===== src/rtl/start_fifo_pkg.sv =====
// Shared types and constants for the start-token FIFO.
// Covers the controller state encoding and the empty-pointer sentinel.
package start_fifo_pkg;

  typedef enum logic [1:0] {
    EMPTY   = 2'd0,
    PARTIAL = 2'd1,
    FULL    = 2'd2
  } fifo_state_t;

  // The pointer is one bit wider than the address, so "empty" is all-ones.
  function automatic logic [31:0] empty_ptr(input int addr_width);
    return (32'd1 << (addr_width + 1)) - 32'd1;
  endfunction

endpackage


===== src/rtl/start_token_fifo_ctrl_srl.sv =====
// Shift-register token store: shifts on write, read by address.
// It has no reset, so its contents are undefined until written.
module start_token_srl #(
  parameter int DATA_WIDTH = 1,
  parameter int ADDR_WIDTH = 2,
  parameter int DEPTH      = 3
) (
  input  logic                  clk,
  input  logic                  we,
  input  logic [ADDR_WIDTH-1:0] addr,
  input  logic [DATA_WIDTH-1:0] din,
  output logic [DATA_WIDTH-1:0] dout
);

  logic [DATA_WIDTH-1:0] mem [DEPTH];

  always_ff @(posedge clk) begin
    if (we) begin
      mem[0] <= din;
      for (int i = 1; i < DEPTH; i++) begin
        mem[i] <= mem[i-1];
      end
    end
  end

  // When empty, the address can point past the last entry, so it is masked to zero.
  always_comb begin
    dout = '0;
    if (int'(addr) < DEPTH) begin
      dout = mem[addr];
    end
  end

endmodule


===== src/rtl/start_token_fifo_ctrl.sv =====
// Start-token FIFO controller: occupancy pointer, handshakes and registered flags.
// Optional occupancy output is enabled by defining START_FIFO_OCCUPANCY_EN.
module start_token_fifo_ctrl
  import start_fifo_pkg::*;
#(
  parameter int DATA_WIDTH = 1,
  parameter int ADDR_WIDTH = 2,
  parameter int DEPTH      = 3
) (
  input  logic                  clk,
  input  logic                  reset,
  input  logic                  if_write_ce,
  input  logic                  if_write,
  input  logic [DATA_WIDTH-1:0] if_din,
  output logic                  if_full_n,
  input  logic                  if_read_ce,
  input  logic                  if_read,
  output logic [DATA_WIDTH-1:0] if_dout,
  output logic                  if_empty_n
`ifdef START_FIFO_OCCUPANCY_EN
  ,
  output logic [ADDR_WIDTH:0]   if_num_data_valid
`endif
);

  localparam int PTR_W = ADDR_WIDTH + 1;
  localparam logic [PTR_W-1:0] PTR_EMPTY = PTR_W'(empty_ptr(ADDR_WIDTH));
  localparam logic [PTR_W-1:0] PTR_LAST  = PTR_W'(DEPTH - 1);
  localparam logic [PTR_W-1:0] PTR_BELOW = PTR_W'(DEPTH - 2);
  localparam logic [PTR_W-1:0] PTR_ONE   = PTR_W'(1);

  fifo_state_t      state_q, state_d;
  logic [PTR_W-1:0] ptr_q, ptr_d;
  logic             push, pop;

  assign push = if_write & if_write_ce & if_full_n;
  assign pop  = if_read & if_read_ce & if_empty_n;

  always_comb begin
    state_d = state_q;
    ptr_d   = ptr_q;
    unique case (state_q)
      EMPTY: begin
        if (push) begin
          state_d = PARTIAL;
          ptr_d   = '0;
        end
      end
      PARTIAL: begin
        if (push && !pop) begin
          ptr_d = ptr_q + PTR_ONE;
          if (ptr_d == PTR_LAST) begin
            state_d = FULL;
          end
        end else if (pop && !push) begin
          ptr_d = ptr_q - PTR_ONE;
          if (ptr_d == PTR_EMPTY) begin
            state_d = EMPTY;
          end
        end
      end
      FULL: begin
        if (pop) begin
          state_d = PARTIAL;
          ptr_d   = PTR_BELOW;
        end
      end
      default: begin
        state_d = EMPTY;
        ptr_d   = PTR_EMPTY;
      end
    endcase
  end

  always_ff @(posedge clk or posedge reset) begin
    if (reset) begin
      state_q    <= EMPTY;
      ptr_q      <= PTR_EMPTY;
      if_empty_n <= 1'b0;
      if_full_n  <= 1'b1;
    end else begin
      state_q    <= state_d;
      ptr_q      <= ptr_d;
      if_empty_n <= (state_d != EMPTY);
      if_full_n  <= (state_d != FULL);
    end
  end

`ifdef START_FIFO_OCCUPANCY_EN
  always_ff @(posedge clk or posedge reset) begin
    if (reset) begin
      if_num_data_valid <= '0;
    end else if (state_d == EMPTY) begin
      if_num_data_valid <= '0;
    end else begin
      if_num_data_valid <= ptr_d + PTR_ONE;
    end
  end
`endif

  start_token_srl #(
    .DATA_WIDTH(DATA_WIDTH),
    .ADDR_WIDTH(ADDR_WIDTH),
    .DEPTH     (DEPTH)
  ) u_store (
    .clk (clk),
    .we  (push),
    .addr(ptr_q[ADDR_WIDTH-1:0]),
    .din (if_din),
    .dout(if_dout)
  );

endmodule


===== config.mk =====
export PLATFORM = sky130hd
export DESIGN_NAME = start_token_fifo_ctrl
export DESIGN_NICKNAME = d
export VERILOG_FILES = /design/src/rtl/start_fifo_pkg.sv /design/src/rtl/start_token_fifo_ctrl_srl.sv /design/src/rtl/start_token_fifo_ctrl.sv
export SDC_FILE = /design/constraint.sdc
export NUM_CORES = 1
export LEC_CHECK = 0
export CORE_MARGIN = 5
export CORE_UTILIZATION = 30
export CTS_CLUSTER_DIAMETER = 100
export DETAILED_ROUTE_END_ITERATION = 16
export GPL_TIMING_DRIVEN = 0
export PLACE_DENSITY_LB_ADDON = 0.05
export SLEW_MARGIN = 20
export SYNTH_ARGS = -nofsm -noshare
export SYNTH_HDL_FRONTEND = slang
export SYNTH_HIERARCHICAL = 1
export SYNTH_SLANG_ARGS = --single-unit

===== constraint.sdc =====
create_clock -name clk -period 4 [get_ports clk]
set_input_delay 0.4 -clock clk [delete_from_list [all_inputs] [get_ports clk]]
set_output_delay 0.4 -clock clk [all_outputs]
set_load 0.02 [all_outputs]

==> results.md <==
* Min Tclk post-route at between 2 and 2.5 ns
* Number of global-route vias before repair at about 460
* VDD IR max at roughly 0.00031 V
* Post-synth net total at 77
* I/O pins at 10
* Fmax at approximately 440 MHz
* Final antenna-violating net count at 0
* Placed instance count at 100
* Busiest grt layer: met2
* PwrDens at 646 mW/mm²
* Buffer and inverter count on the worst path at 2
* Tcrit/Tclk final at a little under three fifths
* CTS tree: yes
* Finished Cell Area at 796 µm²
* Final setup viols at 0
* Yosys warns at 6
* Synth cell count leaders: inv_1 (7), ha_1 (6), dfstp_2 (4), mux2i_1 (4)
* Synthesized area at 646 µm²
* Drt via density at 4.67
* Post-place setup slack at about 1.4 ns
* Fin Clk Skew at 0.000971 ns
* Wire per inst at 12.2 µm
* H-tree depth at 1
* CTS Buf Count at 3
* Post-CTS sizing at 0
* Setup crit end kind: flop
* Remaining DRCs at 0
* Largest area contributor in the netlist: dfstp_2
* Max-slew headroom at 72.2%
* Post-CTS Hold Buffers at 0
* Yosys top cell area share at 16.3%
* Crit path cell chain: clkdlybuf4s50_1 -> nand3_1 -> inv_1 -> ha_1 -> mux2i_1 -> mux2_1 -> a221o_1
* Most common cell in the netlist: inv_1
* Max-cap violations at 0
* PortBufs at 9
* Vias at 486
* Die Width at 56.4 µm
* Post-synth ARST share at 70.0%
* Setup TNS at 0 ns
* Worst EP arrival at ~2.5 ns
* Post-DP Area at between 700 and 800 µm²
* Share of layout cells above drive strength 1 at 11.7%
* EDFF count, synth at 3
* Clk_lat worst skew at 0.27 ns
* Slew Viols, Final at 0
* First-pass GRT wire length at 2180 µm
* Cell variety after synth at 30
* Synth Instances at 64
* Final RePlAce weighted congestion at 0.696
* Die area at 0.00318 mm²
* Final net count at 91
* Data required, critical path at 4.19 ns
* Outcome: finished, final reports clean
* Post-DP HPWL at 979 µm
* GR Layer Usage met2 at between 10% and 20%
* Starting Density at 32.2%
* CTS sink count at 10
* Largest net degree at the start of global routing at 11
* Avg Cell Area, Syn at 10.1 µm²
* Hold Path Class: primary input to async pin
* Fill cells at 210
* Grt ovf at 0
* Drt total wl at 1270 µm
* Min setup slack post-route at approximately 1.7 ns
* Worst path max stage delay at ~0.45 ns
* Initial antenna violation count at 0
* Worst Setup Start Kind: primary input
* Critical path class: primary input to flop
* Core area at 0.00200 mm²
* Cell Rows at 16
* Postcts setup bufs at 0
* Met1 usage at roughly 12%
* Unrepaired setup endpoints after global routing: no
* CTS root buf: clkbuf_4
* Sequential area share after synthesis at 41.9%
* Initial DRC Count at 8
* Number of synthesized register bits at 10
* # diodes at 0
* Clock Tree Buf Depth at 2
* CP max stage cell: clkdlybuf4s50_1
* Synthesis-to-finish area growth at 23.3%
* Leak at 0.343 nW
* Total Routing Usage GR at 9.25%
* Top cell family by delay on the critical path: buffers and inverters
* Worst-path clk slew at 0.07 ns
* Drt pass-1 iters at 2
* Worst Path Max Fanout at 6
* Final hold vios at 0
* Die height at 56.4 µm
* Worst-Margin Slew at 0.417 ns
* GR Util met3 at around 2.5%
* Synth Flop Type: dfstp_2
* Top post-synthesis cells by area: dfstp_2 (16%), edfxtp_1 (14%), dfrtp_1 (12%)
* Finished Layout Cells at 104
==> cells by family (layout without fill, tap and decap cells) <==
group	count (synthesis)	in the layout	share of synthesized area [%]
buffers and inverters	10	23	6.40
AND/OR/NAND/NOR	16	16	13.0
XOR/XNOR	3	3	4.07
multiplexers	5	5	7.95
adder cells (fa/ha/maj)	6	6	11.6
AO/OA/AOI/OAI	14	14	15.1
flip-flops	10	10	41.9
==> per-stage QoR <==
step	hold WS, ns	utilization (%)	total power [mW]
after floorplan	0.200	-	0.373
after global placement	0.449	38.4	0.447
after detailed placement	0.439	38.4	0.445
after CTS	0.371	39.8	0.521
after global routing	0.386	39.8	0.564
final	0.369	39.8	0.514
==> layout by cell type (no fill, tap or decap), drive strengths merged, types with 3 or more instances in the layout <==
cell type and n:
clkdlybuf4s50 9, inv 7, ha 6, clkbuf 5, mux2i 4, dfstp 4, nor2 3, a21oi 3
nand2 3, dfrtp 3, edfxtp 3, o21ai 3
==> worst paths after layout <==
path | startpoint | to | slack (ns) | cells past startpoint
min | reset | state_q[0]$_DFF_PP0_ | 0.37 | 2
max in group asynchronous | reset | ptr_q[0]$_DFFE_PP1P_ | 3.35 | 2
max reg2reg | if_full_n$_DFF_PP1_ | ptr_q[2]$_DFFE_PP1P_ | 1.76 | 6
min reg2reg | u_store/mem[1]$_DFFE_PP_ | u_store/mem[2]$_DFFE_PP_ | 0.45 | 0
min in group clk | u_store/mem[1]$_DFFE_PP_ | u_store/mem[2]$_DFFE_PP_ | 0.45 | 0
max | if_write | ptr_q[2]$_DFFE_PP1P_ | 1.70 | 7
==> metal layers <==
layer | part of all wire, % | wire [µm] | vias up
met2 | 42 | 534 | 10
met1 | 52 | 658 | 220
li1 | - | - | 254
met3 | 4.4 | 56 | 2
met5 | 0 | 0 | -
met4 | 1.3 | 17 | 0
==> where the power goes <==
group          internal [mW]  switching, mW
registers              0.147         0.0280
logic                  0.132          0.134
clock network         0.0361         0.0364
total                  0.315          0.199
==> area by class of cell <==
| cell class | instances | area [µm²] | area share (%) |
|---|---|---|---|
| Multi-Input combinational cell | 44 | 334 | 42.0 |
| Sequential cell | 10 | 270 | 34.0 |
| Timing Repair Buffer | 9 | 90.1 | 11.3 |
| Tap cell | 27 | 33.8 | 4.25 |
| Inverter | 7 | 26.3 | 3.30 |
| Clock buffer | 3 | 22.5 | 2.83 |
| Buffer | 3 | 15.0 | 1.89 |
| Clock inverter | 1 | 3.75 | 0.472 |
==> sequential cells by signal, indices dropped and copies added, names as in the netlist <==
name and count:
ptr_q 3, if_empty_n 1, state_q 2, u_store/mem 3
if_full_n 1
Note: power is estimated with default switching activity, not from simulation.
